--- config.mk ---
export PLATFORM = sky130hd
export DESIGN_NAME = read_ptr_ctrl
export DESIGN_NICKNAME = d
export VERILOG_FILES = /design/src/rtl/read_ptr_ctrl.sv
export SDC_FILE = /design/constraint.sdc
export NUM_CORES = 1
export LEC_CHECK = 0
export BUFFER_PORTS_ARGS = -buffer_cell sky130_fd_sc_hd__buf_2
export CORE_AREA = 2 2 39 41
export CTS_BUF_LIST = sky130_fd_sc_hd__clkbuf_4 sky130_fd_sc_hd__clkbuf_8
export DETAILED_ROUTE_END_ITERATION = 7
export DIE_AREA = 0 0 41 43
export PLACE_DENSITY = 0.64
export REMOVE_ABC_BUFFERS = 1
export SYNTH_ARGS = -nofsm -noshare
export SYNTH_HDL_FRONTEND = slang
export SYNTH_SLANG_ARGS = --single-unit
--- constraint.sdc ---
create_clock -name clk -period 1.65 [get_ports clk]
set_input_delay 0.0825 -clock clk [delete_from_list [all_inputs] [get_ports clk]]
set_output_delay 0.0825 -clock clk [all_outputs]
set_load 0.03 [all_outputs]
--- src/rtl/read_ptr_ctrl.sv ---
// Read-side pointer controller for a power-of-two FIFO: read pointer, empty/occupancy and dequeue port.
// Define READ_PTR_CTRL_PREFETCH_EN to add a registered output stage; the default build exposes storage data directly.
module read_ptr_ctrl #(
    parameter int DEPTH      = 4,
    parameter int PTR_WIDTH  = $clog2(DEPTH) + 1,
    parameter int DATA_WIDTH = 8
) (
    input  logic                  clk,
    input  logic                  rst,
    input  logic [PTR_WIDTH-1:0]  w_ptr,
    output logic [PTR_WIDTH-1:0]  r_ptr,
    output logic                  empty,
    output logic [PTR_WIDTH-2:0]  raddr,
    input  logic [DATA_WIDTH-1:0] rdata,
    output logic                  deq_val,
    input  logic                  deq_rdy,
    output logic [DATA_WIDTH-1:0] deq_msg,
    output logic [PTR_WIDTH-1:0]  count
);

    logic [PTR_WIDTH-1:0] r_ptr_q;
    logic [PTR_WIDTH-1:0] r_ptr_d;
    logic                 pop;

    // Wrap bit makes equal pointers mean empty and a difference of DEPTH mean full.
    assign empty = (w_ptr == r_ptr_q);
    assign count = w_ptr - r_ptr_q;
    assign raddr = r_ptr_q[PTR_WIDTH-2:0];
    assign r_ptr = r_ptr_q;

    // Read pointer next-state: advance by one on every pop.
    always_comb begin
        r_ptr_d = r_ptr_q;
        if (pop) begin
            r_ptr_d = r_ptr_q + {{(PTR_WIDTH-1){1'b0}}, 1'b1};
        end else begin
            r_ptr_d = r_ptr_q;
        end
    end

    // Read pointer register.
    always_ff @(posedge clk) begin
        if (rst) begin
            r_ptr_q <= '0;
        end else begin
            r_ptr_q <= r_ptr_d;
        end
    end

`ifdef READ_PTR_CTRL_PREFETCH_EN
    typedef enum logic {
        IDLE = 1'b0,
        HOLD = 1'b1
    } state_t;

    state_t                state_q;
    state_t                state_d;
    logic [DATA_WIDTH-1:0] msg_q;
    logic [DATA_WIDTH-1:0] msg_d;
    logic                  xfer;

    // Output-register FSM: refill whenever the register is free or being drained this cycle.
    always_comb begin
        state_d = state_q;
        msg_d   = msg_q;
        xfer    = (state_q == HOLD) & deq_rdy;
        pop     = ~empty & ((state_q == IDLE) | xfer);
        case (state_q)
            IDLE: begin
                if (pop) begin
                    state_d = HOLD;
                end else begin
                    state_d = IDLE;
                end
            end
            HOLD: begin
                if (xfer & ~pop) begin
                    state_d = IDLE;
                end else begin
                    state_d = HOLD;
                end
            end
            default: state_d = IDLE;
        endcase
        if (pop) begin
            msg_d = rdata;
        end else begin
            msg_d = msg_q;
        end
    end

    // Output register and FSM state.
    always_ff @(posedge clk) begin
        if (rst) begin
            state_q <= IDLE;
            msg_q   <= '0;
        end else begin
            state_q <= state_d;
            msg_q   <= msg_d;
        end
    end

    assign deq_val = (state_q == HOLD);
    assign deq_msg = msg_q;
`else
    assign deq_val = ~empty;
    assign deq_msg = rdata;
    assign pop     = deq_val & deq_rdy;
`endif

endmodule

==> flow_metrics.py, run 1 <==
metrics = {
    "outcome": {
        "outcome": "complete, no violations",
    },
    "routing": {
        "wl_microns": 747,
        "drt_iter0_markers": 6,
        "drtAntennaViolNets": 0,
        "drc": 0,
        "vias": 332,
        "dr.pass1.iters": 4,
        "avgViaCountPerCell": 4.74,
        "wl_per_cell_microns": 10.7,
    },
    "clock_network": {
        "numCtsBuffers": 3,
        "clock_latency_ps": 240,
        "cts_setup_buffers": 0,
        "ctsHoldBuffers": 0,
        "cts_resized": 0,
        "cts_tree": "yes",
        "clock_sinks": 3,
        "clock-root-buffer": "clkbuf_4",
        "cts.path.max_buffers": 2,
        "htree_levels": 1,
        "clk_pin_slew_ps": 40,
    },
    "final_layout": {
        "fin_nets": 73,
        "drive_above_1_share": 0.407,
        "final_common_cell": "buf_2",
        "largest_reg_flops": 3,
        "diodes": 0,
        "mostFrequentLayoutCells": "buf_2, inv_1, clkbuf_4, ha_1, dfxtp_1",
        "syn_to_final_growth_pct": 18.1,
    },
    "yosys": {
        "ys_types": 20,
        "synth_area_leaders": "buf_4, dfxtp_1, ha_1, inv_1, fa_1",
        "synth_area_sq_um": 360,
        "synth_top_area_share": 0.208,
        "synth_edf_count": 0,
        "ys_seq_elements": 3,
        "synth-main-ff-cell": "dfxtp_1",
        "avgSynthCellArea_sq_um": 8.38,
        "synth_cells": 43,
        "synth_area_leader_cell": "buf_4",
        "seq_area_frac_synth": 0.167,
        "ys_async_sr_fraction": 0,
        "yosysWarnings": 0,
    },
    "die": {
        "fp.dieH_microns": 43,
        "core_sq_mm": 0.00138,
        "die_x_microns": 41,
        "rows": 14,
        "dieArea_sq_mm": 0.00176,
        "ios": 32,
        "start_util": 0.260,
    },
    "global_routing": {
        "antenna_found_initial": 0,
        "grtUsageTotal": 0.110,
        "grt_max_degree": 10,
        "grt_pass1_vias": 321,
        "grt_pass1_wl_mm": 1.23,
        "overflow": 0,
    },
    "sta": {
        "tightest_slew_ps": 400,
        "finalSetupTns_ps": 0,
        "drv_slew": 0,
        "rsz0062_at_grt": "false",
        "final.setup.worst_slack_ps": 86.8,
        "setup_viol": 0,
        "slew_headroom": 0.731,
        "skew_ps": 8.15,
        "hold_viol": 0,
        "timing.final.crit_period_ps": 1560,
        "max_freq_mhz": 640,
        "fin_crit_sh": 0.947,
    },
    "critical_path": {
        "startpoint_type": "register",
        "endpoint_kind": "output port",
        "critical_path_required_ps": 1570,
        "crit_fanout": 2,
        "arrival_ps": 1480,
        "criticalPathCategory": "register to output port",
        "r2r_slack_ps": 280,
    },
    "power": {
        "p_leak_nw": 0.219,
        "ir_drop_mv": 0.335,
        "p_per_area_mw_per_mm2": 1570,
    },
    "placement": {
        "dp_slack_ps": 271,
        "post-dp-hpwl_microns": 630,
        "port-buffer-count": 15,
        "gp_congestion": 0.689,
    },
    "worst_hold_path": {
        "hold_path_class": "input port to register",
    },
    "flow_run": {
        "cap_violations": 0,
    },
}
cell usage after synthesis (2+ instances only):
cell type / instances
buf_4: 10
ha_1: 3
inv_1: 6
xnor2_1: 2
nand2_1: 2
dfxtp_1: 3
o311ai_1: 2
o32a_1: 2
nand4b_1: 2
layout make-up:
type	instances	area, sq um
Tap cell	16	20.0
Multi-Input combinational cell	24	203
Sequential cell	3	60.1
Clock buffer	4	30.0
Inverter	6	22.5
Timing Repair Buffer	17	90.1
Fill cell	150	958
final timing paths:
kind | start | end | cells after the start
setup / recovery | r_ptr[0]$_SDFFE_PP0P_ | count[2] | 4
setup reg to reg | r_ptr[1]$_SDFFE_PP0P_ | r_ptr[0]$_SDFFE_PP0P_ | 5
hold / removal | rst | r_ptr[2]$_SDFFE_PP0P_ | 2
hold reg to reg | r_ptr[1]$_SDFFE_PP0P_ | r_ptr[1]$_SDFFE_PP0P_ | 3
through the flow:
| stage | instances | total power [mW] | hold slack (ps) | utilization | area [sq um] |
|---|---|---|---|---|---|
| global route | 70 | 0.736 | 137 | 0.307 | 425 |
| detailed placement | 66 | 0.528 | 165 | 0.286 | 395 |
| finish | 70 | 0.669 | 127 | 0.307 | 425 |
| floorplan | 33 | 0.398 | 162 | - | 285 |
| global placement | 66 | 0.523 | 165 | 0.286 | 395 |
| CTS | 70 | 0.682 | 124 | 0.307 | 425 |
logic make-up (layout without fill, tap and decap cells):
kind of cell               after synthesis  count (layout)  share of synthesized area
buffers and inverters                   16              27                      0.271
DFF                                      3               3                      0.167
adders and majority gates                4               4                      0.160
xor gates and xnor gates                 3               3                     0.0729
AOI/OAI and AO/OA                        6               6                      0.135
and+or+nand+nor                         11              11                      0.194
critical path, stage by stage (launching register included):
cell and delay [ps]:
dfxtp_1 310, ha_1 190, fa_1 380, xnor2_1 150
buf_2 210
metal layers:
metal,vias to the layer above,global-route usage,routed length (microns)
met5,-,0,0
met4,0,0.0800,0
met3,0,0.110,105
met2,27,0.147,362
met1,143,0.0965,279
li1,162,-,-
report_power, final:
part	switching, mW	internal, mW
logic	0.277	0.143
clock network	0.0412	0.107
registers	0.0102	0.0907
total	0.329	0.341
Note: power is estimated with default switching activity, not from simulation.
==> run 2, diff against run 1 <==
--- a/config.mk
+++ b/config.mk
@@ -6,11 +6,12 @@
 export NUM_CORES = 1
 export LEC_CHECK = 0
 export BUFFER_PORTS_ARGS = -buffer_cell sky130_fd_sc_hd__buf_2
-export CORE_AREA = 2 2 39 41
+export CELL_PAD_IN_SITES_DETAIL_PLACEMENT = 0
+export CELL_PAD_IN_SITES_GLOBAL_PLACEMENT = 1
+export CORE_UTILIZATION = 24
 export CTS_BUF_LIST = sky130_fd_sc_hd__clkbuf_4 sky130_fd_sc_hd__clkbuf_8
 export DETAILED_ROUTE_END_ITERATION = 7
-export DIE_AREA = 0 0 41 43
-export PLACE_DENSITY = 0.64
+export PLACE_DENSITY = 0.81
 export REMOVE_ABC_BUFFERS = 1
 export SYNTH_ARGS = -nofsm -noshare
 export SYNTH_HDL_FRONTEND = slang
==> run 2 against run 1 <==
Compared with the run above:
- hold slack improved by 12 ps
- utilization rose by 1.5 points
- non-clock buffer count fell by 1
- critical path depth did not move
- clock power fell by 4%
- clock skew fell by 6.0 ps
- first-iteration DRC count fell by 17%
- via count fell by 3.3%
- sequential power rose by 13%
- critical endpoint unchanged
- largest power group unchanged
- highest routed layer unchanged
==> flow_metrics.py, run 2 (same netlist as run 1, synthesis figures left out) <==
metrics = {
    "routing": {
        "drtAntennaViolNets": 0,
        "dr.pass1.iters": 2,
        "vias": 321,
        "wl_per_cell_microns": 12.3,
        "avgViaCountPerCell": 4.72,
        "drc": 0,
        "drt_iter0_markers": 5,
        "wl_microns": 836,
    },
    "die": {
        "ios": 32,
        "dieArea_sq_mm": 0.00166,
        "rows": 13,
        "start_util": 0.267,
        "die_x_microns": 40.8,
        "fp.dieH_microns": 40.8,
        "core_sq_mm": 0.00135,
    },
    "critical_path": {
        "worst-path-buf-inv": 1,
        "crit_cells": 4,
        "path_delay_family": "adder cells",
        "crit_slowest_cell": "fa_1",
        "endpoint_kind": "output port",
        "r2r_cells": 5,
        "path_cells": "ha_1 > fa_1 > xnor2_1 > buf_2",
        "crit_fanout": 2,
        "arrival_ps": 1490,
        "startpoint_type": "register",
        "criticalPathCategory": "register to output port",
        "critical_path_required_ps": 1570,
        "critPathMaxStageDelay_ps": 380,
    },
    "placement": {
        "place_inst": 64,
        "dp_slack_ps": 87.4,
        "port-buffer-count": 15,
        "post-dp-hpwl_microns": 672,
        "gp_congestion": 0.719,
    },
    "sta": {
        "timing.final.crit_period_ps": 1570,
        "drv_slew": 0,
        "tightest_slew_ps": 425,
        "skew_ps": 2.17,
        "fin_crit_sh": 0.954,
        "finalSetupTns_ps": 0,
        "setup_viol": 0,
        "slew_headroom": 0.715,
        "rsz0062_at_grt": "false",
        "max_freq_mhz": 635,
        "final.setup.worst_slack_ps": 75.9,
        "hold_viol": 0,
    },
    "global_routing": {
        "grt_pass1_vias": 307,
        "grt_pass1_wl_mm": 1.27,
        "antenna_found_initial": 0,
        "grtUsageTotal": 0.117,
        "overflow": 0,
        "grt_max_degree": 10,
    },
    "final_layout": {
        "fillers": 141,
        "syn_to_final_growth_pct": 20.8,
        "largest_reg_flops": 3,
        "final_common_cell": "buf_2",
        "fin_nets": 72,
        "mostFrequentLayoutCells": "buf_2, inv_1, clkbuf_4",
        "drive_above_1_share": 0.453,
        "diodes": 0,
        "finalNonFillerCells": 68,
        "final_util": 0.323,
    },
    "outcome": {
        "outcome": "complete, no violations",
    },
    "clock_network": {
        "cts_setup_buffers": 0,
        "clock-root-buffer": "clkbuf_4",
        "cts.path.max_buffers": 2,
        "htree_levels": 1,
        "clock_sinks": 3,
        "cts_tree": "yes",
        "clk_pin_slew_ps": 40,
        "clock_latency_ps": 230,
        "numCtsBuffers": 3,
    },
    "power": {
        "power_uw": 683,
        "ir_drop_mv": 0.426,
        "p_per_area_mw_per_mm2": 1570,
        "p_leak_nw": 0.216,
    },
    "worst_hold_path": {
        "hold_path_class": "input port to register",
        "hold-path-cell-count": 2,
    },
    "flow_run": {
        "cap_violations": 0,
    },
}
[run 2: layout make-up]
cell class              instances  area [sq um]  area share
well taps                      15          18.8      0.0431
multi-input cells              24           218       0.500
clock buffers                   4          30.0      0.0690
repair buffers                 16          85.1       0.195
inverters                       6          22.5      0.0517
flip-flops and latches          3          61.3       0.141
[run 2: layer usage]
layer	track usage	part of all wire
met1	0.106	0.41
met2	0.198	0.48
met3	0.0652	0.11
met4	0.0750	0
met5	0	0
[run 2: what timing repair did]
item | in CTS | in global routing
hold endpoints to repair | 0 | 0
endpoints found under the setup margin | 2 | 2
pin swaps | 0 | 0
hold buffers | 0 | 0
resized for setup | 1 | 3
[run 2: final timing paths]
check / to / from / slack [ps]
hold reg to reg: r_ptr[2]$_SDFFE_PP0P_ / r_ptr[2]$_SDFFE_PP0P_ / 610
setup / recovery: count[2] / r_ptr[0]$_SDFFE_PP0P_ / 80
hold / removal: r_ptr[2]$_SDFFE_PP0P_ / rst / 140
setup reg to reg: r_ptr[0]$_SDFFE_PP0P_ / r_ptr[1]$_SDFFE_PP0P_ / 270
[run 2: power breakdown]
group	total [mW]	internal, mW	switching (mW)
Clock	0.142	0.107	0.0355
Sequential	0.114	0.0929	0.0212
Combinational	0.427	0.150	0.277
[run 2: worst reg2reg max path, cell delays in order, from the launching register on]
cell and delay, ps:
dfxtp_2 370, inv_1 100, ha_4 230, and2_4 150
o32a_1 330, o311ai_1 100
[run 2: metrics by stage]
stage                     area [sq um]  hold WS, ps
final                              435          140
after global routing               435          138
after CTS                          418          128
after detailed placement           387          165
after global placement             387          165
after floorplan                    285          162
==> run 3, diff against run 2 <==
--- a/config.mk
+++ b/config.mk
@@ -11,7 +11,7 @@
 export CORE_UTILIZATION = 24
 export CTS_BUF_LIST = sky130_fd_sc_hd__clkbuf_4 sky130_fd_sc_hd__clkbuf_8
 export DETAILED_ROUTE_END_ITERATION = 7
-export PLACE_DENSITY = 0.81
+export PLACE_DENSITY_LB_ADDON = 0.25
 export REMOVE_ABC_BUFFERS = 1
 export SYNTH_ARGS = -nofsm -noshare
 export SYNTH_HDL_FRONTEND = slang
==> run 3 against run 2 <==
Compared with the run above:
- flip-flop and latch count is the same
- global-route usage shrank 0.44 points
- count of clock-buffer cells in the layout is the same
- non-clock buffer count grew 1
- combinational power grew 1%
- clock skew is essentially flat
- sequential share of layout area is essentially flat
- hold slack is essentially flat
- critical path type unchanged
- largest power group unchanged
- highest routed layer unchanged
==> flow_metrics.py, run 3 (same netlist as run 1, synthesis figures left out) <==
metrics = {
    "sta": {
        "tightest_slew_ps": 431,
        "hold_ws_ps": 140,
        "rsz0062_at_grt": "false",
        "fin_crit_sh": 0.949,
        "setup_viol": 0,
        "hold_viol": 0,
        "slew_headroom": 0.711,
        "max_freq_mhz": 639,
        "skew_ps": 1.71,
        "drv_slew": 0,
        "final.setup.worst_slack_ps": 83.9,
        "timing.final.crit_period_ps": 1570,
    },
    "clock_network": {
        "cts_tree": "yes",
        "clock_latency_ps": 230,
        "ctsHoldBuffers": 0,
        "cts.path.max_buffers": 2,
        "clk_pin_slew_ps": 40,
        "htree_levels": 1,
        "numCtsBuffers": 3,
        "clock_sinks": 3,
        "clock-root-buffer": "clkbuf_4",
    },
    "routing": {
        "avgViaCountPerCell": 4.71,
        "wl_per_cell_microns": 12.0,
        "dr.pass1.iters": 3,
        "drt_iter0_markers": 6,
        "drtAntennaViolNets": 0,
        "wl_microns": 827,
        "vias": 325,
        "drc": 0,
    },
    "worst_hold_path": {
        "hold_path_class": "input port to register",
    },
    "critical_path": {
        "criticalPathCategory": "register to output port",
        "startpoint_type": "register",
        "r2r_slack_ps": 300,
        "critical_path_required_ps": 1570,
        "crit_fanout": 2,
        "endpoint_kind": "output port",
        "arrival_ps": 1480,
    },
    "power": {
        "p_clk_frac": 0.216,
        "switching_power_uw": 333,
        "internal_power_uw": 348,
        "sequentialPowerShare": 0.150,
        "power_frac_comb": 0.634,
        "p_leak_nw": 0.221,
        "ir_drop_mv": 0.398,
        "p_per_area_mw_per_mm2": 1600,
        "swShare": 0.489,
    },
    "final_layout": {
        "final_common_cell": "buf_2",
        "drive_above_1_share": 0.426,
        "syn_to_final_growth_pct": 18.4,
        "mostFrequentLayoutCells": "buf_2, inv_1, clkbuf_4, ha_1, dfxtp_1",
        "largest_reg_flops": 3,
        "diodes": 0,
        "fin_nets": 73,
    },
    "outcome": {
        "outcome": "complete, no violations",
    },
    "die": {
        "rows": 13,
        "dieArea_sq_mm": 0.00166,
        "die_x_microns": 40.8,
        "ios": 32,
        "fp.dieH_microns": 40.8,
        "start_util": 0.267,
        "core_sq_mm": 0.00135,
    },
    "global_routing": {
        "grt_max_degree": 10,
        "grt_pass1_vias": 269,
        "overflow": 0,
        "grtUsageTotal": 0.112,
        "grt_pass1_wl_mm": 1.15,
        "antenna_found_initial": 0,
    },
    "flow_run": {
        "cap_violations": 0,
    },
    "placement": {
        "gp_congestion": 0.669,
        "port-buffer-count": 15,
        "post-dp-hpwl_microns": 651,
        "dp_slack_ps": 260,
    },
}
-- run 3: final timing paths --
check	from	endpoint	depth (start not counted)
max reg2reg	r_ptr[0]$_SDFFE_PP0P_	r_ptr[0]$_SDFFE_PP0P_	4
min reg2reg	r_ptr[1]$_SDFFE_PP0P_	r_ptr[1]$_SDFFE_PP0P_	3
min	rst	r_ptr[2]$_SDFFE_PP0P_	2
max	r_ptr[0]$_SDFFE_PP0P_	count[2]	4
-- run 3: final cells by class --
type / count / area (sq um)
Sequential cell: 3 / 60.1
Clock buffer: 4 / 30.0
Fill cell: 161 / 923
Multi-Input combinational cell: 24 / 205
Inverter: 6 / 22.5
Tap cell: 15 / 18.8
Timing Repair Buffer: 17 / 90.1
-- run 3: through the flow --
stage / total power [mW] / setup TNS, ps / instances / area (sq um) / utilization
floorplan: 0.398 / -998 / 33 / 285 / -
global placement: 0.531 / 0 / 65 / 394 / 0.292
detailed placement: 0.532 / 0 / 65 / 394 / 0.292
CTS: 0.685 / 0 / 69 / 424 / 0.314
global route: 0.740 / 0 / 69 / 427 / 0.316
finish: 0.682 / 0 / 69 / 427 / 0.316
-- run 3: power groups by stage --
stage	clock, mW	combinational [mW]	sequential, mW
after CTS	0.153	0.430	0.102
after global placement	0	0.428	0.103
final	0.147	0.432	0.102
after detailed placement	0	0.429	0.103
after global routing	0.159	0.476	0.104
after floorplan	0	0.214	0.184
-- run 3: routing by layer --
layer  share of wire  track usage  routed length (microns)
met1            0.45        0.123                      371
met4               0       0.0500                        0
met2            0.42        0.151                      350
met5               0            0                        0
met3            0.13       0.0978                      105
-- run 3: repair_timing --
item,4_1_cts,5_1_grt
gates resized for setup,0,1
setup endpoints to repair,0,1
buffers inserted,0,0
-- run 3: critical path, stage by stage, from the launching register on --
cell     delay [ps]
dfxtp_1         320
ha_1            200
fa_1            380
xnor2_1         150
buf_2           210
